**src/rtl/csr_pkg.sv**
```systemverilog
// csr_pkg: shared encodings, CSR addresses, opcode/funct3 constants and the SYSTEM decoder.
package csr_pkg;

    localparam logic [1:0] CSR_ST_IDLE  = 2'b00;
    localparam logic [1:0] CSR_ST_RW    = 2'b01;
    localparam logic [1:0] CSR_ST_ECALL = 2'b10;
    localparam logic [1:0] CSR_ST_MRET  = 2'b11;

    localparam logic [11:0] CSR_MSTATUS = 12'h300;
    localparam logic [11:0] CSR_MTVEC   = 12'h305;
    localparam logic [11:0] CSR_MEPC    = 12'h341;
    localparam logic [11:0] CSR_MCAUSE  = 12'h342;

    localparam logic [6:0] OPC_SYSTEM = 7'b1110011;

    localparam logic [2:0] F3_PRIV  = 3'b000;
    localparam logic [2:0] F3_CSRRW = 3'b001;
    localparam logic [2:0] F3_CSRRS = 3'b010;
    localparam logic [2:0] F3_CSRRC = 3'b011;
    localparam logic [2:0] F3_CSRRWI = 3'b101;
    localparam logic [2:0] F3_CSRRSI = 3'b110;
    localparam logic [2:0] F3_CSRRCI = 3'b111;

    localparam logic [31:0] INST_ECALL = 32'h0000_0073;
    localparam logic [31:0] INST_MRET  = 32'h3020_0073;

    typedef enum logic [2:0] {
        S_IDLE,
        S_READ,
        S_WRITE,
        S_TRAP,
        S_DONE_ILL
    } csr_fsm_e;

    typedef enum logic [2:0] {
        OP_RW,
        OP_RS,
        OP_RC,
        OP_ECALL,
        OP_MRET,
        OP_ILL
    } csr_op_e;

    // Immediate forms decode only when imm_en is set; otherwise they fall to OP_ILL.
    function automatic csr_op_e csr_decode(input logic [31:0] inst, input logic imm_en);
        logic [2:0] f3;
        logic       imm_ok;
        f3     = inst[14:12];
        imm_ok = imm_en || !inst[14];
        if (inst[6:0] != OPC_SYSTEM) return OP_ILL;
        if (f3 == F3_PRIV)
            return inst == INST_ECALL ? OP_ECALL : inst == INST_MRET ? OP_MRET : OP_ILL;
        if (!imm_ok || f3 == 3'b100) return OP_ILL;
        return f3[1:0] == 2'b01 ? OP_RW : f3[1:0] == 2'b10 ? OP_RS : OP_RC;
    endfunction

endpackage

```
**src/rtl/csr_issue_if.sv**
```systemverilog
// csr_issue_if: ID issue port, CSR file port, write-back and redirect signals of csr_issue.
interface csr_issue_if;
    logic        valid_i;
    logic        ready_o;
    logic [31:0] inst_i;
    logic [63:0] pc_i;
    logic [63:0] rs1_data_i;
    logic [1:0]  csr_state_o;
    logic [11:0] csr_r_addr_o;
    logic        csr_ren_o;
    logic [11:0] csr_w_addr_o;
    logic        csr_wen_o;
    logic [63:0] csr_w_data_o;
    logic [63:0] csr_pc_o;
    logic [63:0] csr_r_data_i;
    logic [63:0] csr_dnpc_i;
    logic        rd_wen_o;
    logic [4:0]  rd_addr_o;
    logic [63:0] rd_data_o;
    logic        redirect_o;
    logic [63:0] redirect_pc_o;
    logic        done_o;
    logic        illegal_o;

    modport slave (
        input  valid_i, inst_i, pc_i, rs1_data_i, csr_r_data_i, csr_dnpc_i,
        output ready_o, csr_state_o, csr_r_addr_o, csr_ren_o, csr_w_addr_o, csr_wen_o,
               csr_w_data_o, csr_pc_o, rd_wen_o, rd_addr_o, rd_data_o,
               redirect_o, redirect_pc_o, done_o, illegal_o
    );

    modport master (
        output valid_i, inst_i, pc_i, rs1_data_i, csr_r_data_i, csr_dnpc_i,
        input  ready_o, csr_state_o, csr_r_addr_o, csr_ren_o, csr_w_addr_o, csr_wen_o,
               csr_w_data_o, csr_pc_o, rd_wen_o, rd_addr_o, rd_data_o,
               redirect_o, redirect_pc_o, done_o, illegal_o
    );
endinterface

```
**src/rtl/csr_alu.sv**
```systemverilog
// csr_alu: read-modify-write value for CSRRW/S/C and the write-suppress flag for zero rs1/uimm.
import csr_pkg::*;

module csr_alu (
    input  csr_op_e     op,
    input  logic [63:0] old,
    input  logic [63:0] src,
    input  logic [4:0]  rs1_idx,
    output logic [63:0] new_val,
    output logic        wr_sup
);
    assign new_val = op == OP_RS ? old | src : op == OP_RC ? old & ~src : src;
    assign wr_sup  = (op == OP_RS || op == OP_RC) && rs1_idx == 5'd0;
endmodule

```
**src/rtl/csr_issue.sv**
```systemverilog
// csr_issue: multi-cycle issue FSM for SYSTEM-class instructions (CSR ops, ECALL, MRET).
// Define CSR_IMM_EN to execute the CSRR*I immediate forms; otherwise they retire as illegal.
import csr_pkg::*;

module csr_issue (
    input logic         clk,
    input logic         rst_n,
    csr_issue_if.slave  bus
);
`ifdef CSR_IMM_EN
    localparam logic IMM_EN = 1'b1;
`else
    localparam logic IMM_EN = 1'b0;
`endif

    csr_fsm_e    state;
    logic [31:0] inst_q;
    logic [63:0] pc_q;
    logic [63:0] rs1_q;
    logic [63:0] old_q;
    csr_op_e     op;
    csr_op_e     in_op;
    logic [63:0] src;
    logic [63:0] new_val;
    logic        wr_sup;
    logic [4:0]  rd;
    logic        rd_st;
    logic        wr_st;
    logic        trap_st;

    assign op    = csr_decode(inst_q, IMM_EN);
    assign in_op = csr_decode(bus.inst_i, IMM_EN);
    assign src   = inst_q[14] ? {59'd0, inst_q[19:15]} : rs1_q;
    assign rd    = inst_q[11:7];

    csr_alu u_alu (
        .op      (op),
        .old     (old_q),
        .src     (src),
        .rs1_idx (inst_q[19:15]),
        .new_val (new_val),
        .wr_sup  (wr_sup)
    );

    always_ff @(posedge clk) begin
        if (!rst_n) begin
            state  <= S_IDLE;
            inst_q <= '0;
            pc_q   <= '0;
            rs1_q  <= '0;
            old_q  <= '0;
        end else begin
            case (state)
                S_IDLE: if (bus.valid_i) begin
                    inst_q <= bus.inst_i;
                    pc_q   <= bus.pc_i;
                    rs1_q  <= bus.rs1_data_i;
                    state  <= in_op inside {OP_RW, OP_RS, OP_RC} ? S_READ :
                              in_op inside {OP_ECALL, OP_MRET} ? S_TRAP : S_DONE_ILL;
                end
                S_READ: begin
                    old_q <= bus.csr_r_data_i;
                    state <= S_WRITE;
                end
                default: state <= S_IDLE;
            endcase
        end
    end

    assign rd_st   = state == S_READ;
    assign wr_st   = state == S_WRITE;
    assign trap_st = state == S_TRAP;

    assign bus.ready_o       = state == S_IDLE;
    assign bus.csr_state_o   = (rd_st || wr_st) ? CSR_ST_RW :
                               trap_st ? (op == OP_MRET ? CSR_ST_MRET : CSR_ST_ECALL) : CSR_ST_IDLE;
    assign bus.csr_r_addr_o  = rd_st ? inst_q[31:20] : 12'd0;
    // CSRRW(I) to x0 must not cause read side effects.
    assign bus.csr_ren_o     = rd_st && !(op == OP_RW && rd == 5'd0);
    assign bus.csr_w_addr_o  = wr_st ? inst_q[31:20] : 12'd0;
    assign bus.csr_wen_o     = wr_st && !wr_sup;
    assign bus.csr_w_data_o  = wr_st ? new_val : 64'd0;
    assign bus.csr_pc_o      = state != S_IDLE ? pc_q : 64'd0;
    assign bus.rd_wen_o      = wr_st && rd != 5'd0;
    assign bus.rd_addr_o     = wr_st ? rd : 5'd0;
    assign bus.rd_data_o     = wr_st ? old_q : 64'd0;
    assign bus.redirect_o    = trap_st;
    assign bus.redirect_pc_o = trap_st ? bus.csr_dnpc_i : 64'd0;
    assign bus.done_o        = wr_st || trap_st || state == S_DONE_ILL;
    assign bus.illegal_o     = state == S_DONE_ILL;
endmodule

```
**src/flat_wrapper.sv**
```systemverilog
// flat-port wrapper written by rule: the top's interface ports become plain ports
module csr_issue_flat 
  (clk, rst_n, bus_valid_i, bus_inst_i, bus_pc_i, bus_rs1_data_i, bus_csr_r_data_i, bus_csr_dnpc_i, bus_ready_o, bus_csr_state_o, bus_csr_r_addr_o, bus_csr_ren_o, bus_csr_w_addr_o, bus_csr_wen_o, bus_csr_w_data_o, bus_csr_pc_o, bus_rd_wen_o, bus_rd_addr_o, bus_rd_data_o, bus_redirect_o, bus_redirect_pc_o, bus_done_o, bus_illegal_o);
  csr_issue_if bus_i ();
  input logic clk;
  input logic rst_n;
  input wire logic [$bits(bus_i.valid_i)-1:0] bus_valid_i;
  input wire logic [$bits(bus_i.inst_i)-1:0] bus_inst_i;
  input wire logic [$bits(bus_i.pc_i)-1:0] bus_pc_i;
  input wire logic [$bits(bus_i.rs1_data_i)-1:0] bus_rs1_data_i;
  input wire logic [$bits(bus_i.csr_r_data_i)-1:0] bus_csr_r_data_i;
  input wire logic [$bits(bus_i.csr_dnpc_i)-1:0] bus_csr_dnpc_i;
  output wire logic [$bits(bus_i.ready_o)-1:0] bus_ready_o;
  output wire logic [$bits(bus_i.csr_state_o)-1:0] bus_csr_state_o;
  output wire logic [$bits(bus_i.csr_r_addr_o)-1:0] bus_csr_r_addr_o;
  output wire logic [$bits(bus_i.csr_ren_o)-1:0] bus_csr_ren_o;
  output wire logic [$bits(bus_i.csr_w_addr_o)-1:0] bus_csr_w_addr_o;
  output wire logic [$bits(bus_i.csr_wen_o)-1:0] bus_csr_wen_o;
  output wire logic [$bits(bus_i.csr_w_data_o)-1:0] bus_csr_w_data_o;
  output wire logic [$bits(bus_i.csr_pc_o)-1:0] bus_csr_pc_o;
  output wire logic [$bits(bus_i.rd_wen_o)-1:0] bus_rd_wen_o;
  output wire logic [$bits(bus_i.rd_addr_o)-1:0] bus_rd_addr_o;
  output wire logic [$bits(bus_i.rd_data_o)-1:0] bus_rd_data_o;
  output wire logic [$bits(bus_i.redirect_o)-1:0] bus_redirect_o;
  output wire logic [$bits(bus_i.redirect_pc_o)-1:0] bus_redirect_pc_o;
  output wire logic [$bits(bus_i.done_o)-1:0] bus_done_o;
  output wire logic [$bits(bus_i.illegal_o)-1:0] bus_illegal_o;
  assign bus_i.valid_i = bus_valid_i;
  assign bus_i.inst_i = bus_inst_i;
  assign bus_i.pc_i = bus_pc_i;
  assign bus_i.rs1_data_i = bus_rs1_data_i;
  assign bus_i.csr_r_data_i = bus_csr_r_data_i;
  assign bus_i.csr_dnpc_i = bus_csr_dnpc_i;
  assign bus_ready_o = bus_i.ready_o;
  assign bus_csr_state_o = bus_i.csr_state_o;
  assign bus_csr_r_addr_o = bus_i.csr_r_addr_o;
  assign bus_csr_ren_o = bus_i.csr_ren_o;
  assign bus_csr_w_addr_o = bus_i.csr_w_addr_o;
  assign bus_csr_wen_o = bus_i.csr_wen_o;
  assign bus_csr_w_data_o = bus_i.csr_w_data_o;
  assign bus_csr_pc_o = bus_i.csr_pc_o;
  assign bus_rd_wen_o = bus_i.rd_wen_o;
  assign bus_rd_addr_o = bus_i.rd_addr_o;
  assign bus_rd_data_o = bus_i.rd_data_o;
  assign bus_redirect_o = bus_i.redirect_o;
  assign bus_redirect_pc_o = bus_i.redirect_pc_o;
  assign bus_done_o = bus_i.done_o;
  assign bus_illegal_o = bus_i.illegal_o;
  csr_issue u_core (.clk(clk), .rst_n(rst_n), .bus(bus_i));
endmodule
```
**config.mk**
```make
export PLATFORM = sky130hd
export DESIGN_NAME = csr_issue_flat
export DESIGN_NICKNAME = d
export VERILOG_FILES = /design/src/rtl/csr_pkg.sv /design/src/rtl/csr_issue_if.sv /design/src/rtl/csr_alu.sv /design/src/rtl/csr_issue.sv /design/src/flat_wrapper.sv
export SDC_FILE = /design/constraint.sdc
export NUM_CORES = 1
export LEC_CHECK = 0
export CAP_MARGIN = 20
export CORE_AREA = 2 2 227 229
export CTS_CLUSTER_DIAMETER = 40
export CTS_CLUSTER_SIZE = 14
export DETAILED_ROUTE_END_ITERATION = 6
export DIE_AREA = 0 0 229 231
export HOLD_SLACK_MARGIN = 0.06
export PLACE_DENSITY = 0.59
export SLEW_MARGIN = 0
export SYNTH_ARGS = -nofsm -noshare
export SYNTH_HDL_FRONTEND = slang
export SYNTH_HIERARCHICAL = 1
export SYNTH_SLANG_ARGS = --single-unit
```
**constraint.sdc**
```tcl
create_clock -name clk -period 3.3 [get_ports clk]
set_input_delay 0.33 -clock clk [delete_from_list [all_inputs] [get_ports clk]]
set_output_delay 0.33 -clock clk [all_outputs]
set_load 0.03 [all_outputs]
```
Yosys cells after proc, flatten, opt, wreduce, memory -nomap -nowiden
Cells that the tools add are included.
{"block": "word_totals", "ff_bits": 227, "output_inout_bits": 294, "word_cells": 106}
{"block": "classes", "eq_ne": 24, "muxes": 49, "n_bitwise": 3, "reduce_logical": 25}
{"op": "$mux W64", "n": 7}
{"op": "$and A64 B64 Y64", "n": 1}
{"op": "$eq A32 B30 Y1 const B", "n": 2}
{"op": "$eq A32 B7 Y1 const B", "n": 2}
{"op": "$not A64 Y64", "n": 1}
{"op": "$or A64 B64 Y64", "n": 1}
{"op": "$mux W3", "n": 19}
{"op": "$mux W12", "n": 2}
{"op": "$eq A3 B2 Y1 const B", "n": 5}
{"op": "$eq A3 B3 Y1 const B", "n": 5}
{"op": "$logic_not A3 Y1", "n": 5}
{"op": "$mux W1", "n": 15}
{"op": "$ne A7 B7 Y1 const B", "n": 2}
{"op": "$logic_not A5 Y1", "n": 2}
{"op": "$eq A3 B1 Y1 const B", "n": 3}
{"op": "$mux W2", "n": 4}
{"op": "$logic_or A1 B1 Y1", "n": 6}
{"op": "$pmux W3 S2", "n": 1}
{"op": "$reduce_bool A3 Y1", "n": 2}
{"op": "$logic_and A1 B1 Y1", "n": 5}
{"op": "$mux W5", "n": 1}
{"op": "$reduce_bool A5 Y1", "n": 1}
{"op": "$eq A2 B1 Y1 const B", "n": 2}
{"op": "$eq A2 B2 Y1 const B", "n": 2}
{"op": "other kinds (4)", "n": 5}

Depth between registers and ports, before layout
{"block": "logic_depth", "depth_word": 14, "ltp_mapped": 10, "ltp_nobuf": 8}

By module
The synthesis kept the hierarchy.
{"module": "csr_issue", "n_inst": 1, "cells_each": 1445, "area_each_um2": 11144.4, "seq_area_each_um2": 4544.4}
{"module": "csr_alu", "n_inst": 1, "cells_each": 153, "area_each_um2": 1212.4, "seq_area_each_um2": 0.0}

Least setup slack after synthesis
Ideal clock, no wire load.
{"block": "synth_timing", "path_type": "register to output", "from": "register u_core.inst_q[8]", "to": "output bus_csr_w_data_o[10]", "t_arrival_ns": 2.437, "t_required_ns": 2.970, "path_slack_ns": 0.533, "path_stages_with_launch": 10, "n_path_buf": 2, "path_cell_list": "dfxtp_1 or4_1 nor2_1 nor4b_2 o21ai_0 or3b_1 buf_6 buf_6 a22o_1 and2_1"}
{"block": "synth_between", "elab_cells_between_ends": 14, "cone_classes": "eq/ne (4); mux (10)"}
{"item": "from (decl)", "line_no": "csr_issue.sv:17", "rtl": "logic [31:0] inst_q;"}
{"item": "from (signal assigned)", "line_no": "csr_issue.sv:55", "rtl": "inst_q <= bus.inst_i;"}
{"item": "$eq A32 B7 Y1 *", "line_no": "csr_pkg.sv:52", "rtl": "return inst == INST_ECALL ? OP_ECALL : inst == INST_MRET ? OP_MRET : OP_ILL;"}
{"item": "$mux W3 *", "line_no": "csr_pkg.sv:52"}
{"item": "$mux W3 *", "line_no": "csr_pkg.sv:51", "rtl": "if (f3 == F3_PRIV)"}
{"item": "$mux W3", "line_no": "csr_pkg.sv:53", "rtl": "if (!imm_ok || f3 == 3'b100) return OP_ILL;"}
{"item": "$mux W3", "line_no": "csr_pkg.sv:54", "rtl": "return f3[1:0] == 2'b01 ? OP_RW : f3[1:0] == 2'b10 ? OP_RS : OP_RC;"}
{"item": "$mux W3 *", "line_no": "csr_pkg.sv:53"}
{"item": "$mux W3 *", "line_no": "csr_pkg.sv:51"}
{"item": "net u_core.op[2]", "line_no": "csr_issue.sv:21", "rtl": "csr_op_e op;"}
{"item": "$eq A3 B2 Y1", "line_no": "csr_alu.sv:12", "rtl": "assign new_val = op == OP_RS ? old | src : op == OP_RC ? old & ~src : src;"}
{"item": "$mux W64", "line_no": "csr_alu.sv:12"}
{"item": "$mux W64 *", "line_no": "csr_alu.sv:12"}
{"item": "net u_core.new_val[10]", "line_no": "csr_issue.sv:24", "rtl": "logic [63:0] new_val;"}
{"item": "$mux W64 *", "line_no": "csr_issue.sv:82", "rtl": "assign bus.csr_w_data_o = wr_st ? new_val : 64'd0;"}
{"item": "to (decl)", "line_no": "flat_wrapper.sv:19", "rtl": "output wire logic [$bits(bus_i.csr_w_data_o)-1:0] bus_csr_w_data_o;"}
Mark *: on every way through the listed nets, which the timed path passes. The rest lies on a longest branch.

Worst setup path in the final report
{"block": "layout_timing", "from": "register u_core.inst_q[8]", "to": "output bus_csr_w_data_o[0]"}
{"block": "layout_between", "elab_chain_len": 12, "elab_cells_between_ends": 14, "cone_classes": "eq/ne (4); mux (10)"}
{"item": "$eq A32 B30 Y1", "line_no": "csr_pkg.sv:52"}
{"item": "$mux W1", "line_no": "csr_pkg.sv:52"}
{"item": "$mux W3 *", "line_no": "csr_pkg.sv:52"}
{"item": "$mux W3 *", "line_no": "csr_pkg.sv:51"}
{"item": "$mux W3", "line_no": "csr_pkg.sv:53"}
{"item": "$mux W3", "line_no": "csr_pkg.sv:54"}
{"item": "$mux W3 *", "line_no": "csr_pkg.sv:53"}
{"item": "$mux W3 *", "line_no": "csr_pkg.sv:51"}
{"item": "net u_core.op[0]", "line_no": "csr_issue.sv:21"}
{"item": "$eq A3 B2 Y1", "line_no": "csr_alu.sv:12"}
{"item": "$mux W64", "line_no": "csr_alu.sv:12"}
{"item": "$mux W64 *", "line_no": "csr_alu.sv:12"}
{"item": "net u_core.new_val[0]", "line_no": "csr_issue.sv:24"}
{"item": "$mux W64 *", "line_no": "csr_issue.sv:82"}
Marks and branches as above.

==> metrics.md <==
| Metric | Value |
|---|---|
| Fin crit share | `110%` |
| Fin worst setup slack | `-341 ps` |
| Top_reg_cell synth | `dfxtp_1` |
| CTS buffer count | `46` |
| Async SR Flop Fraction | `0%` |
| DRT iter0 DRCs | `605` |
| Clk pin slew, worst setup/hold paths | `40 ps` |
| Max FO, Critical Path | `64` |
| Setup TNS Final | `-17,740 ps` |
| Max Root-Sink Buffers | `3` |
| I/O Buffers | `584` |
| First-pass GRT wire length | `77,300 um` |
| Hold Vio Cnt, Final | `0` |
| Fmax | `275 MHz` |
| Path type of the worst setup path | `flop to output port` |
| Total grt overflow | `0` |
| Dpl cell area | `18,800 um2` |
| Tmin final | `3640 ps` |
| PwrDens | `417 nW/um2` |
| RSZ-0062 raised after global routing | `true` |
| Final core utilization | `40.6%` |
| Clock sinks | `227` |
| Hold Path End | `u_core/state[2]` |
| Layout Skew | `21.1 ps` |
| Worst skew pair latency | `560 ps` |
| Fill cells | `5,234` |
| Final Slew Violations | `0` |
| CTS tree | `done` |
| Core area | `50,700 um2` |
| Worst EP required | `2970 ps` |
| Netlist cell types | `50` |
| FP Rows | `83` |
| Initial core utilization | `24.4%` |
| Reg2reg path depth | `5` |
| WHS Path Cells | `3` |
| DRC | `0` |
| Crit path launch type | `flop` |
| Commonest non-fill, non-tap cells in the layout | `clkdlybuf4s50_1 (511), nand2_1 (456), dfxtp_1 (224)` |
| Top cells by area, synth | `dfxtp_1 (37%), nand2_1 (14%), and2_1 (11%), a21boi_0 (7.7%), nor2b_1 (6.2%)` |
| Wire length per cell | `18.3 um` |
| Vias in the first global route | `12,700` |
| Reg-to-reg critical path startpoint | `u_core/state[0]` |
| Pleak | `7.77 nW` |
| Initial antenna violation count | `9` |
| Area of the multi-input gates | `7290 um2` |
| Largest net degree at the start of global routing | `109` |
| First-pass detailed-route iteration total | `5` |
| Synth top area share | `36.8%` |
| Peak supply drop | `299 uV` |
| Max-cap violations | `0` |
| Synthesized flop and latch total | `227` |
| Number of flops mapped to enable cells by yosys | `0` |
| Cts hold-fix bufs | `0` |
| Worst Hold Slack | `198 ps` |
| HP Start | `rst_n` |
| Hold Crit Class | `primary input to flop` |
| Mean Syn Cell Area | `7.73 um2` |
| Final nets | `2,431` |
| Cell area after synthesis | `12,400 um2` |
| Htree depth | `2` |
| I/O pin count | `585` |
| Routability Congestion | `0.854` |
| Warnings from Yosys | `6` |
| Global Route Usage Sum | `18.8%` |
| Crit end category | `output port` |
| Worst R2R Setup Slack | `1020 ps` |
| Vias per Instance | `4.49` |
| Seq. cell area | `4550 um2` |
| Area delta synth->final | `66.4%` |
| DIE WIDTH | `229 um` |
| Commonest non-fill, non-tap cell in the layout | `clkdlybuf4s50_1` |
| Routed via count | `12,800` |
| Synth area leader | `dfxtp_1` |
| Root buffer cell | `clkbuf_16` |
| Final instance area | `20,600 um2` |
| Die ar. | `52,900 um2` |
| Slew headroom | `44.3%` |
| Violated checks | `negative setup slack` |
| ANT nets after route | `0` |
| Status | `finished with violations` |
| Final setup viols | `65` |
| DP Worst Slack | `211 ps` |
| Final HPWL DP | `38,200 um` |
| Final WL | `52,300 um` |
| Register area share after synthesis | `36.8%` |
| Die height | `231 um` |
| Least-Margin Pin Slew | `835 ps` |
| CP Data Arrival Time | `3310 ps` |
| Synth Instances | `1,598` |
| Terminus of the critical flop-to-flop path | `u_core/rs1_q[62]` |
| Share of layout cells above drive strength 1 | `9.81%` |
| Net Count, Synth | `1,893` |
[sequential cells by signal (all words and copies together), names as in the netlist]
name,count
u_core/old_q,64
u_core/inst_q,32
u_core/pc_q,64
u_core/rs1_q,64
u_core/state,3
[where the power goes]
part / total, mW / internal, mW / switching [mW] / leakage [nW]
Sequential: 2.93 / 2.86 / 0.0637 / 1.86
Combinational: 0.976 / 0.552 / 0.423 / 5.15
Clock: 4.67 / 3.13 / 1.54 / 0.764
Total: 8.58 / 6.55 / 2.03 / 7.77
[logic make-up (layout without fill, tap and decap cells)]
family	Yosys count	in the layout	share of synthesized area, %
simple gates	917	917	38.0
compound gates	301	301	18.9
flops	227	227	36.8
buf+inv	143	716	5.41
mux	5	5	0.456
fa+ha+maj	4	4	0.405
xor+xnor	1	1	0.0709
other cells	0	5	0
[worst max-delay path by stage]
stage                                 start                   end  slack, ps
after global placement    u_core/inst_q[23]   bus_csr_w_data_o[1]        200
final                      u_core/inst_q[8]   bus_csr_w_data_o[0]       -340
after CTS                  u_core/inst_q[8]  bus_csr_w_data_o[48]       -270
after global routing       u_core/inst_q[8]  bus_csr_w_data_o[34]       -360
after detailed placement  u_core/inst_q[23]         bus_csr_wen_o        210
after floorplan            u_core/inst_q[8]  bus_csr_w_data_o[10]        530
[Yosys cell counts (all sizes together), types with 2 or more instances]
library cell / count
nor2: 13
and2: 223
and3: 4
a21boi: 225
clkbuf: 78
nand3: 4
dfxtp: 227
inv: 11
o21ai: 3
nor3: 2
nand2: 457
or3b: 2
or3: 3
ha: 4
buf: 54
o21a: 2
nand2b: 2
mux2: 5
nor2b: 123
or4: 2
nor4b: 3
nor4: 9
nand4b: 2
a22o: 63
nor3b: 64
[per-stage QoR]
step | power [mW] | cells
floorplan | 3.40 | 1598
global placement | 3.93 | 2759
detailed placement | 3.94 | 2759
CTS | 8.72 | 2846
global route | 8.93 | 2855
finish | 8.58 | 2856
[critical path, cell delays in order, from the launching register on]
cell,delay (ps)
dfxtp_2,310
or4_4,540
nor2_4,140
buf_6,110
and4bb_2,270
o31ai_4,80
or3b_4,400
buf_12,170
a22o_1,320
and2_1,140
buf_4,160
[layout make-up]
type                       count  share of cell area [%]
clock inverter                22                    1.16
inverter                      11                   0.201
sequential                   227                    22.1
clock buffer                  61                    6.47
timing repair buffer         622                    30.4
antenna                        5                  0.0608
tap                          680                    4.14
multi-input combinational   1228                    35.5
[repair_timing]
item                       in CTS  in global routing
buffers inserted                3                  5
pin swaps                       2                  9
hold endpoints to repair        0                  0
gates cloned                    1                  0
setup endpoints to repair      65                136
resized for setup              16                 13
[per-layer routing]
metal | vias up | global-route usage (%) | share of wire (%)
met5 | - | 0 | 0.076
li1 | 6299 | - | -
met4 | 6 | 6.70 | 2.5
met3 | 81 | 6.13 | 8.3
met1 | 5984 | 24.3 | 45
met2 | 459 | 29.3 | 44
(Power assumes the default switching activity.)
